===== src/rtl/inst_decoder.sv =====
// RV32I decode stage: register-index and upper-immediate slices, one-hot instruction identity, invalid flag.
// Define ZICSR_EN to decode the CSR instructions and MRET (flags 41-47); otherwise they are tied to 0.
`ifndef MAX_BIT_POS
`define MAX_BIT_POS 31
`endif

module inst_decoder (
  input  logic                  clk,
  input  logic                  rst_n,
  input  logic [`MAX_BIT_POS:0] instruction_code,
  input  logic                  en,
  output logic [4:0]            rd,
  output logic [4:0]            rs1,
  output logic [4:0]            rs2,
  output logic [19:0]           imm_1231,
  output logic                  invalid_instruction,
  output logic [47:0]           inst_flags
);

  localparam logic [6:0] OP_LUI    = 7'b0110111;
  localparam logic [6:0] OP_AUIPC  = 7'b0010111;
  localparam logic [6:0] OP_JAL    = 7'b1101111;
  localparam logic [6:0] OP_JALR   = 7'b1100111;
  localparam logic [6:0] OP_BRANCH = 7'b1100011;
  localparam logic [6:0] OP_LOAD   = 7'b0000011;
  localparam logic [6:0] OP_STORE  = 7'b0100011;
  localparam logic [6:0] OP_IMM    = 7'b0010011;
  localparam logic [6:0] OP_REG    = 7'b0110011;
  localparam logic [6:0] OP_FENCE  = 7'b0001111;
  localparam logic [6:0] OP_SYSTEM = 7'b1110011;

  localparam logic [6:0] F7_BASE = 7'b0000000;
  localparam logic [6:0] F7_ALT  = 7'b0100000;

  localparam logic [`MAX_BIT_POS:0] W_ECALL  = 32'h0000_0073;
  localparam logic [`MAX_BIT_POS:0] W_EBREAK = 32'h0010_0073;
`ifdef ZICSR_EN
  localparam logic [`MAX_BIT_POS:0] W_MRET   = 32'h3020_0073;
`endif

  logic [6:0]  w_opcode;
  logic [2:0]  w_f3;
  logic [6:0]  w_f7;
  logic [47:0] w_flags;

  logic [4:0]  r_rd;
  logic [4:0]  r_rs1;
  logic [4:0]  r_rs2;
  logic [19:0] r_imm_1231;
  logic        r_invalid;
  logic [47:0] r_flags;

  assign w_opcode = instruction_code[6:0];
  assign w_f3     = instruction_code[14:12];
  assign w_f7     = instruction_code[31:25];

  always_comb begin
    w_flags = '0;
    case (w_opcode)
      OP_LUI:   w_flags[0] = 1'b1;
      OP_AUIPC: w_flags[1] = 1'b1;
      OP_JAL:   w_flags[2] = 1'b1;
      OP_JALR:  w_flags[3] = (w_f3 == 3'b000);
      OP_BRANCH: begin
        case (w_f3)
          3'b000:  w_flags[4] = 1'b1;
          3'b001:  w_flags[5] = 1'b1;
          3'b100:  w_flags[6] = 1'b1;
          3'b101:  w_flags[7] = 1'b1;
          3'b110:  w_flags[8] = 1'b1;
          3'b111:  w_flags[9] = 1'b1;
          default: ;
        endcase
      end
      OP_LOAD: begin
        case (w_f3)
          3'b000:  w_flags[10] = 1'b1;
          3'b001:  w_flags[11] = 1'b1;
          3'b010:  w_flags[12] = 1'b1;
          3'b100:  w_flags[13] = 1'b1;
          3'b101:  w_flags[14] = 1'b1;
          default: ;
        endcase
      end
      OP_STORE: begin
        case (w_f3)
          3'b000:  w_flags[15] = 1'b1;
          3'b001:  w_flags[16] = 1'b1;
          3'b010:  w_flags[17] = 1'b1;
          default: ;
        endcase
      end
      OP_IMM: begin
        case (w_f3)
          3'b000: w_flags[18] = 1'b1;
          3'b010: w_flags[19] = 1'b1;
          3'b011: w_flags[20] = 1'b1;
          3'b100: w_flags[21] = 1'b1;
          3'b110: w_flags[22] = 1'b1;
          3'b111: w_flags[23] = 1'b1;
          3'b001: w_flags[24] = (w_f7 == F7_BASE);
          3'b101: begin
            w_flags[25] = (w_f7 == F7_BASE);
            w_flags[26] = (w_f7 == F7_ALT);
          end
          default: ;
        endcase
      end
      OP_REG: begin
        case (w_f3)
          3'b000: begin
            w_flags[27] = (w_f7 == F7_BASE);
            w_flags[28] = (w_f7 == F7_ALT);
          end
          3'b001: w_flags[29] = (w_f7 == F7_BASE);
          3'b010: w_flags[30] = (w_f7 == F7_BASE);
          3'b011: w_flags[31] = (w_f7 == F7_BASE);
          3'b100: w_flags[32] = (w_f7 == F7_BASE);
          3'b101: begin
            w_flags[33] = (w_f7 == F7_BASE);
            w_flags[34] = (w_f7 == F7_ALT);
          end
          3'b110: w_flags[35] = (w_f7 == F7_BASE);
          3'b111: w_flags[36] = (w_f7 == F7_BASE);
          default: ;
        endcase
      end
      OP_FENCE: begin
        w_flags[37] = (w_f3 == 3'b000);
        w_flags[38] = (w_f3 == 3'b001);
      end
      OP_SYSTEM: begin
        // Full-word matches take priority over the funct3-based CSR decode.
        if (instruction_code == W_ECALL) begin
          w_flags[39] = 1'b1;
        end else if (instruction_code == W_EBREAK) begin
          w_flags[40] = 1'b1;
`ifdef ZICSR_EN
        end else if (instruction_code == W_MRET) begin
          w_flags[47] = 1'b1;
        end else begin
          case (w_f3)
            3'b001:  w_flags[41] = 1'b1;
            3'b010:  w_flags[42] = 1'b1;
            3'b011:  w_flags[43] = 1'b1;
            3'b101:  w_flags[44] = 1'b1;
            3'b110:  w_flags[45] = 1'b1;
            3'b111:  w_flags[46] = 1'b1;
            default: ;
          endcase
`endif
        end
      end
      default: ;
    endcase
  end

  always_ff @(posedge clk or negedge rst_n) begin
    if (!rst_n) begin
      r_rd       <= '0;
      r_rs1      <= '0;
      r_rs2      <= '0;
      r_imm_1231 <= '0;
      r_invalid  <= 1'b0;
      r_flags    <= '0;
    end else if (en) begin
      r_rd       <= instruction_code[11:7];
      r_rs1      <= instruction_code[19:15];
      r_rs2      <= instruction_code[24:20];
      r_imm_1231 <= instruction_code[31:12];
      r_invalid  <= ~|w_flags;
      r_flags    <= w_flags;
    end else begin
      r_rd       <= '0;
      r_rs1      <= '0;
      r_rs2      <= '0;
      r_imm_1231 <= '0;
      r_invalid  <= 1'b0;
      r_flags    <= '0;
    end
  end

  assign rd                  = r_rd;
  assign rs1                 = r_rs1;
  assign rs2                 = r_rs2;
  assign imm_1231            = r_imm_1231;
  assign invalid_instruction = r_invalid;
  assign inst_flags          = r_flags;

endmodule


===== config.mk =====
export PLATFORM = sky130hd
export DESIGN_NAME = inst_decoder
export DESIGN_NICKNAME = d
export VERILOG_FILES = /design/src/rtl/inst_decoder.sv
export SDC_FILE = /design/constraint.sdc
export NUM_CORES = 1
export LEC_CHECK = 0
export ABC_AREA = 1
export BUFFER_PORTS_ARGS = -buffer_cell sky130_fd_sc_hd__buf_2
export CORE_MARGIN = 2
export CORE_UTILIZATION = 45
export CTS_BUF_LIST = sky130_fd_sc_hd__clkbuf_16
export DETAILED_ROUTE_END_ITERATION = 10
export PLACE_DENSITY = 0.8
export SLEW_MARGIN = 20
export SYNTH_ARGS = -nofsm -noshare
export SYNTH_HDL_FRONTEND = slang
export SYNTH_SLANG_ARGS = --single-unit

===== constraint.sdc =====
create_clock -name clk -period 1.2 [get_ports clk]
set_input_delay 0.12 -clock clk [delete_from_list [all_inputs] [get_ports clk]]
set_output_delay 0.12 -clock clk [all_outputs]
set_load 0.05 [all_outputs]

* After elaboration in Yosys (flattened, before gate mapping)
Index checks and enable logic that the tools add are counted.
** Word-level totals
- Register bits after elaboration :: 84
- Input bits :: 35
- Output and inout bits :: 84
- Word-level logic and storage cells :: 67
** Cells by class
- Equal/unequal tests :: 21
- Muxes and demuxes :: 36
- Reductions and logical operators :: 4
** Operator list (count)
- $mux W41 :: 1
- $reduce_or A41 Y1 :: 1
- $eq A32 B21 Y1 const B :: 1
- $eq A32 B7 Y1 const B :: 1
- $eq A7 B6 Y1 const B :: 4
- $eq A7 B7 Y1 const B :: 4
- $mux W1 :: 22
- $mux W20 :: 1
- $mux W5 :: 4
- $eq A7 B5 Y1 const B :: 2
- $eq A3 B3 Y1 const B :: 4
- $mux W10 :: 1
- $mux W9 :: 1
- $mux W2 :: 4
- $eq A7 B2 Y1 const B :: 1
- $eq A7 B4 Y1 const B :: 1
- $logic_not A7 Y1 :: 1
- $eq A3 B2 Y1 const B :: 2
- $mux W6 :: 1
- $eq A3 B1 Y1 const B :: 1
- $logic_not A3 Y1 :: 1
- $mux W3 :: 1
- $logic_not A1 Y1 :: 1

* Longest topological paths before layout
Gate-level depths: netlist of the first run.
- Depth in word-level cells :: 7
- Depth in mapped cells :: 11
- Depth with buffers taken out :: 11

* Least setup slack after synthesis of the first run
Ideal clock, no wire load.
- Path type :: register -> output
- Start point :: register, netlist name imm_1231[3]
- End point :: output port rs1[0]
- Arrival :: 886 ps
- Data required time :: 1080 ps
- Slack :: 194 ps
- Stages on the path, launching flop included :: 2
- Buffers on the path :: 1
- Cells stage by stage :: dfrtp_1 > buf_4
** RTL lines
- end: declaration :: RTL line 13 : output logic [4:0] rs1,

* Worst setup path after layout of the first run
- Start point :: register r_imm_1231[1], in the netlist imm_1231[1]
- End point :: output port imm_1231[1]
** RTL lines
- start: declaration :: RTL line 49 : logic [19:0] r_imm_1231;
- start signal: assignment :: RTL line 170 : r_imm_1231 <= instruction_code[31:12];
- end: declaration :: RTL line 15 : output logic [19:0] imm_1231,
No word-level cell between the ends.

==> flow_metrics.tcl, run 1 <==
set metrics [dict create \
    fp.dieW_um 83.03 \
    synthTopCellsByCount "nand2_1 (71), nor2_1 (68), dfrtp_1 (67), inv_1 (45)" \
    drt-wirelength-per-cell_um 13.03 \
    grt_max_degree 68 \
    grt_pass1_vias 2596 \
    worstPathMaxFanout 1 \
    power_density_mw_per_mm2 1507 \
    htree_levels 3 \
    dieArea_mm2 0.006893 \
    leakagePower_nw 2.412 \
    ant_nets 0 \
    fin_nets 503 \
    fmax_ghz 0.9433 \
    min-delay-start "instruction_code[25]" \
    vdd_drop_max_v 0.0009893 \
    track_usage_pct 21.64 \
    ios 119 \
    ys_warn_count 0 \
    max_stage_delay_ns 0.34 \
    core-area_mm2 0.005991 \
    final.period_utilization_pct 88.35 \
    yosys.cell_count.top_type "nand2_1" \
    setup_tns_ns 0 \
    grt_pass1_wl_um 11900 \
    busiest_layer "met2" \
    clk_pin_slew_worst_paths_ns 0.06 \
    initial_utilization_pct 46.91 \
    cts-root-buf "clkbuf_16" \
    setup_violations 0 \
    finalCriticalPeriod_ns 1.060 \
    worstPathRequired_ns 1.08 \
    place.gp.congestion 0.8844 \
    synthArstFlopShare_pct 100.0 \
    drive_gt1_share_pct 35.73 \
    cts_buffers 9 \
    multi_input_area_um2 824.5 \
    post_cts_buffers 0 \
    crit_type "register to output port" \
    netlist_area_mm2 0.002810 \
    cts_tree "built" \
    met3_usage_pct 6.262 \
    worst-path-buf-inv 1 \
    critPathTopFamily "flip-flops" \
    cp-start-kind "register" \
    fillers 478 \
    yosysTopAreaCell "dfrtp_1" \
    clockBufferDepth 2 \
    cts_hold_buffers 9 \
    crit_chain "buf_2" \
    overflow 0 \
    regArea_mm2 0.001677 \
    viasPerCell 4.706 \
    crit_start "imm_1231[1]" \
    rsz0062_at_grt "no" \
    cts_resized 0 \
    end_kind "output port" \
    antennaDiodeCount 0 \
    cp_slowest_cell "dfrtp_1" \
    grt_antenna_before_repair 0 \
    syn_inst 325 \
    report.final.hold_viol_count 0 \
    met2_usage_pct 38.86 \
    hold_class "input port to register" \
    max_cap_viol_count 0 \
    yosysSeqAreaShare_pct 59.66 \
    synth-seq-cells 67 \
    ys_types 21 \
    post-dp-hpwl_um 5237 \
    row_count 28 \
    synth-edff-count 0 \
    final-max-slew-violation-count 0 \
    num_vias 2579 \
    ys.flop_type "dfrtp_1" \
    critPathArrivalTime_ns 0.94 \
    drt_iter0_drc 86 \
    finalWorstSetupSlack_ns 0.1398 \
    syn2layout_area_growth_pct 41.90 \
    drc 0 \
    totalWireLength_um 7141 \
    dieHeight_um 83.03 \
    portBuffers 111 \
    avgSynthCellArea_um2 8.647 \
    yosys-top-cells-area "dfrtp_1 (60%), nand2_1 (9.5%), nor2_1 (9.1%)" \
    place_ws_ns -0.1288 \
    outcome "finished, final reports clean" \
    cts_sinks 67 \
    firstDrtPassIters 4 \
    netlist.area_leader.share_pct 59.66 \
    grtUsageMet1_pct 25.31 \
]
-- layout by cell type, fill, tap and decap left out --
| cell type | synthesis | layout |
|---|---|---|
| a21oi_1 | 1 | 1 |
| buf_12 | 0 | 1 |
| buf_2 | 1 | 111 |
| buf_4 | 17 | 27 |
| bufinv_16 | 0 | 3 |
| clkbuf_16 | 0 | 9 |
| clkinv_1 | 0 | 1 |
| clkinv_2 | 0 | 1 |
| clkinvlp_4 | 0 | 1 |
| conb_1 | 1 | 7 |
| dfrtp_1 | 67 | 67 |
| dlygate4sd3_1 | 0 | 9 |
| inv_1 | 45 | 45 |
| inv_2 | 4 | 4 |
| inv_6 | 0 | 1 |
| nand2_1 | 71 | 71 |
| nand2_2 | 2 | 2 |
| nand3_1 | 17 | 17 |
| nand3_2 | 3 | 3 |
| nand3b_1 | 2 | 2 |
| nor2_1 | 68 | 68 |
| nor2_2 | 4 | 4 |
| nor2_4 | 1 | 1 |
| nor3_1 | 12 | 12 |
| nor4_2 | 1 | 1 |
| o21ai_0 | 3 | 3 |
| o21ai_1 | 1 | 1 |
-- routing by layer --
layer	share of wire, %	vias up
met5	0	-
met4	0.88	0
met3	6.7	8
met2	52	120
met1	40	1216
li1	-	1235
-- registers in the layout (all words and copies together) (netlist names) --
name,flops
inst_flags,41
invalid_instruction,1
rd,5
imm_1231,20
-- path summary, 6_finish.rpt --
| path | to | slack, ns | depth (start not counted) |
|---|---|---|---|
| max | imm_1231[1] | 0.14 | 1 |
| min in group asynchronous | imm_1231[16] | 0.35 | 3 |
| min | imm_1231[13] | 0.009 | 3 |
| max in group asynchronous | inst_flags[27] | 0.57 | 3 |
-- report_power, final --
group	total (W)	internal [W]	switching (W)
logic	0.000711	0.000185	0.000526
registers	0.00232	0.00231	0.0000161
clock network	0.00298	0.00202	0.000952
-- through the flow --
step           hold slack, ns  total power [W]  utilization, %  std cells  cell area, um^2
2_1_floorplan         -0.1756         0.002818               -        331             2833
3_3_place_gp           0.1570         0.003032           59.38        523             3557
3_5_place_dp           0.1627         0.003047           59.38        523             3557
4_1_cts             0.0006618         0.006073           66.56        548             3988
5_1_grt              0.009165         0.006210           66.56        548             3988
6_report             0.009037         0.006009           66.56        548             3988
-- layout make-up --
cell class	count	area share, %
Tap cell	75	2.353
Sequential cell	67	42.05
Inverter	49	4.612
Multi-Input combinational cell	193	20.68
Timing Repair Buffer	148	21.78
Clock inverter	7	2.887
Clock buffer	9	5.648
-- kinds of logic after synthesis --
logic type             Yosys count  synth area share (%)
AOI/OAI and AO/OA                5                0.8900
and+or+nand+nor                181                 27.52
DFF                             67                 59.66
buffers and inverters           71                 11.80
other                            1                0.1334
No activity file was read; power rests on OpenSTA's default activity.
==> inputs of run 2 (changes only) <==
--- a/config.mk
+++ b/config.mk
@@ -11,7 +11,7 @@
 export CORE_UTILIZATION = 45
 export CTS_BUF_LIST = sky130_fd_sc_hd__clkbuf_16
 export DETAILED_ROUTE_END_ITERATION = 10
-export PLACE_DENSITY = 0.8
+export PLACE_DENSITY = 0.76
 export SLEW_MARGIN = 20
 export SYNTH_ARGS = -nofsm -noshare
 export SYNTH_HDL_FRONTEND = slang
==> run 2 against run 1 <==
Power shrank 3.5%. First-iteration DRC count is 20% lower. Flip-flop and latch count is the same. Maximum frequency shrank 2.2%. Critical path depth is 8 higher. Utilization rose by 0.69 points. Global-route usage decreased by 1.1 points. Cell count is 1.1% higher. Clock power is 7.4% lower. Sequential share of layout area down 0.43 points. Largest cell class unchanged. Largest power group unchanged.
==> flow_metrics.tcl, run 2 (synthesis results as in run 1) <==
set metrics [dict create \
    power_density_mw_per_mm2 1439 \
    crit_type "input port to register" \
    antennaDiodeCount 0 \
    min_to "imm_1231[3]" \
    critPathArrivalTime_ns 1.31 \
    utilization_pct 67.25 \
    ant_nets 0 \
    timing.hold.ws_ns 0.008149 \
    max_stage_delay_ns 0.56 \
    place.gp.congestion 0.8743 \
    htree_levels 3 \
    fmax_ghz 0.9229 \
    drt-wirelength-per-cell_um 12.23 \
    grt_pass1_wl_um 11220 \
    overflow 0 \
    totalWireLength_um 6775 \
    drive_gt1_share_pct 35.91 \
    cts-root-buf "clkbuf_16" \
    critPathTopFamily "simple AND/OR/NAND/NOR gates" \
    finalCriticalPeriod_ns 1.084 \
    hold_class "input port to register" \
    vdd_drop_max_v 0.0009595 \
    dieArea_mm2 0.006893 \
    report.final.hold_viol_count 0 \
    cts_tree "built" \
    fp.dieW_um 83.03 \
    syn2layout_area_growth_pct 43.37 \
    cp-start-kind "input port" \
    ios 119 \
    grt_max_degree 68 \
    switching_share_pct 25.66 \
    num_vias 2529 \
    track_usage_pct 20.50 \
    cts_buffers 9 \
    cts_resized 0 \
    cpMostUsedCell "nor2_1" \
    portBuffers 111 \
    rsz0062_at_grt "no" \
    core-area_mm2 0.005991 \
    initial_utilization_pct 46.91 \
    clockBufferDepth 2 \
    placed_area_mm2 0.003592 \
    final_cell_area_mm2 0.004029 \
    worstPathMaxFanout 2 \
    pwr-share-clk_pct 47.6 \
    worst-path-buf-inv 1 \
    viasPerCell 4.565 \
    power_switching_w 0.001488 \
    cts_sinks 67 \
    post-dp-hpwl_um 5053 \
    largest_reg_flops 41 \
    clk_pin_slew_worst_paths_ns 0.05 \
    crit_chain "dlygate4sd3_1, nor2_1, nand2_1, nor2_1, nand2_1, nor2_1, nor2_1, nand3_1, nor2_1" \
    firstDrtPassIters 5 \
    grt_pass1_vias 2493 \
    final.period_utilization_pct 90.30 \
    final-max-slew-violation-count 0 \
    power.internal_w 0.004310 \
    min-delay-start "instruction_code[15]" \
    layout_commonest_cell "buf_2" \
    dieHeight_um 83.03 \
    mostFrequentLayoutCells "buf_2 (110), nand2_1 (71), nor2_1 (68)" \
    setup_violations 0 \
    fin_nets 509 \
    grt_antenna_before_repair 0 \
    combPwrFrac_pct 12.4 \
    min_path_cells 3 \
    row_count 28 \
    outcome "finished, final reports clean" \
    fillers 489 \
    seqPwrFrac_pct 40.0 \
    worstPathRequired_ns 1.42 \
    finalWorstSetupSlack_ns 0.1164 \
    cp_slowest_cell "dlygate4sd3_1" \
    place_ws_ns -0.09094 \
    max_cap_viol_count 0 \
    drc 0 \
    drt_iter0_drc 69 \
    end_kind "register" \
    leakagePower_nw 2.426 \
]
[run 2: metrics by stage]
step                      setup TNS, ns  instances  power (W)
after global placement         -0.03077        526   0.003044
after global routing                  0        554   0.006010
final                                 0        554   0.005798
after detailed placement        -0.3391        526   0.003054
after floorplan                       0        331   0.002818
after CTS                             0        553   0.005851
[run 2: routing by layer]
| layer | share of wire, % | wire length, um | up-vias | GRT usage, % |
|---|---|---|---|---|
| met2 | 50 | 3382 | 101 | 35.63 |
| met1 | 42 | 2839 | 1165 | 24.33 |
| met3 | 6.9 | 470 | 9 | 5.567 |
| met5 | 0 | 0 | - | 0 |
| met4 | 1.2 | 83 | 0 | 7.452 |
| li1 | - | - | 1254 | - |
[run 2: worst max-delay path by stage]
stage / slack, ns / cells past startpoint / startpoint / endpoint
2_1_floorplan: 0.19 / 1 / imm_1231[3] / rs1[0]
3_3_place_gp: -0.03 / 9 / instruction_code[25] / invalid_instruction
3_5_place_dp: -0.09 / 9 / instruction_code[25] / invalid_instruction
4_1_cts: 0.02 / 10 / instruction_code[16] / invalid_instruction
5_1_grt: 0.01 / 9 / instruction_code[16] / invalid_instruction
6_report: 0.12 / 9 / instruction_code[16] / invalid_instruction
[run 2: power groups by stage]
stage	logic (W)	clock network, W	registers, W
after CTS	0.000723	0.00281	0.00232
after global routing	0.000774	0.00291	0.00232
after floorplan	0.000289	0	0.00253
after detailed placement	0.000693	0	0.00236
final	0.000718	0.00276	0.00232
after global placement	0.000685	0	0.00236
[run 2: repair_timing]
item	4_1_cts	5_1_grt
buffers inserted	0	2
hold endpoints to repair	77	0
hold buffers	11	0
setup endpoints to repair	0	1
[run 2: layout make-up]
| cell class | instances | area (um^2) | share of cell area [%] |
|---|---|---|---|
| Inverter | 49 | 183.9 | 4.565 |
| Clock inverter | 7 | 91.34 | 2.267 |
| Clock buffer | 9 | 225.2 | 5.590 |
| Multi-Input combinational cell | 193 | 824.5 | 20.47 |
| Tap cell | 75 | 93.84 | 2.329 |
| Sequential cell | 67 | 1677 | 41.61 |
| Timing Repair Buffer | 154 | 933.4 | 23.17 |
[run 2: tightest hold or removal path, cell delays in order]
cell	delay [ns]
buf_2	0.09
nand2_1	0.05
inv_1	0.04
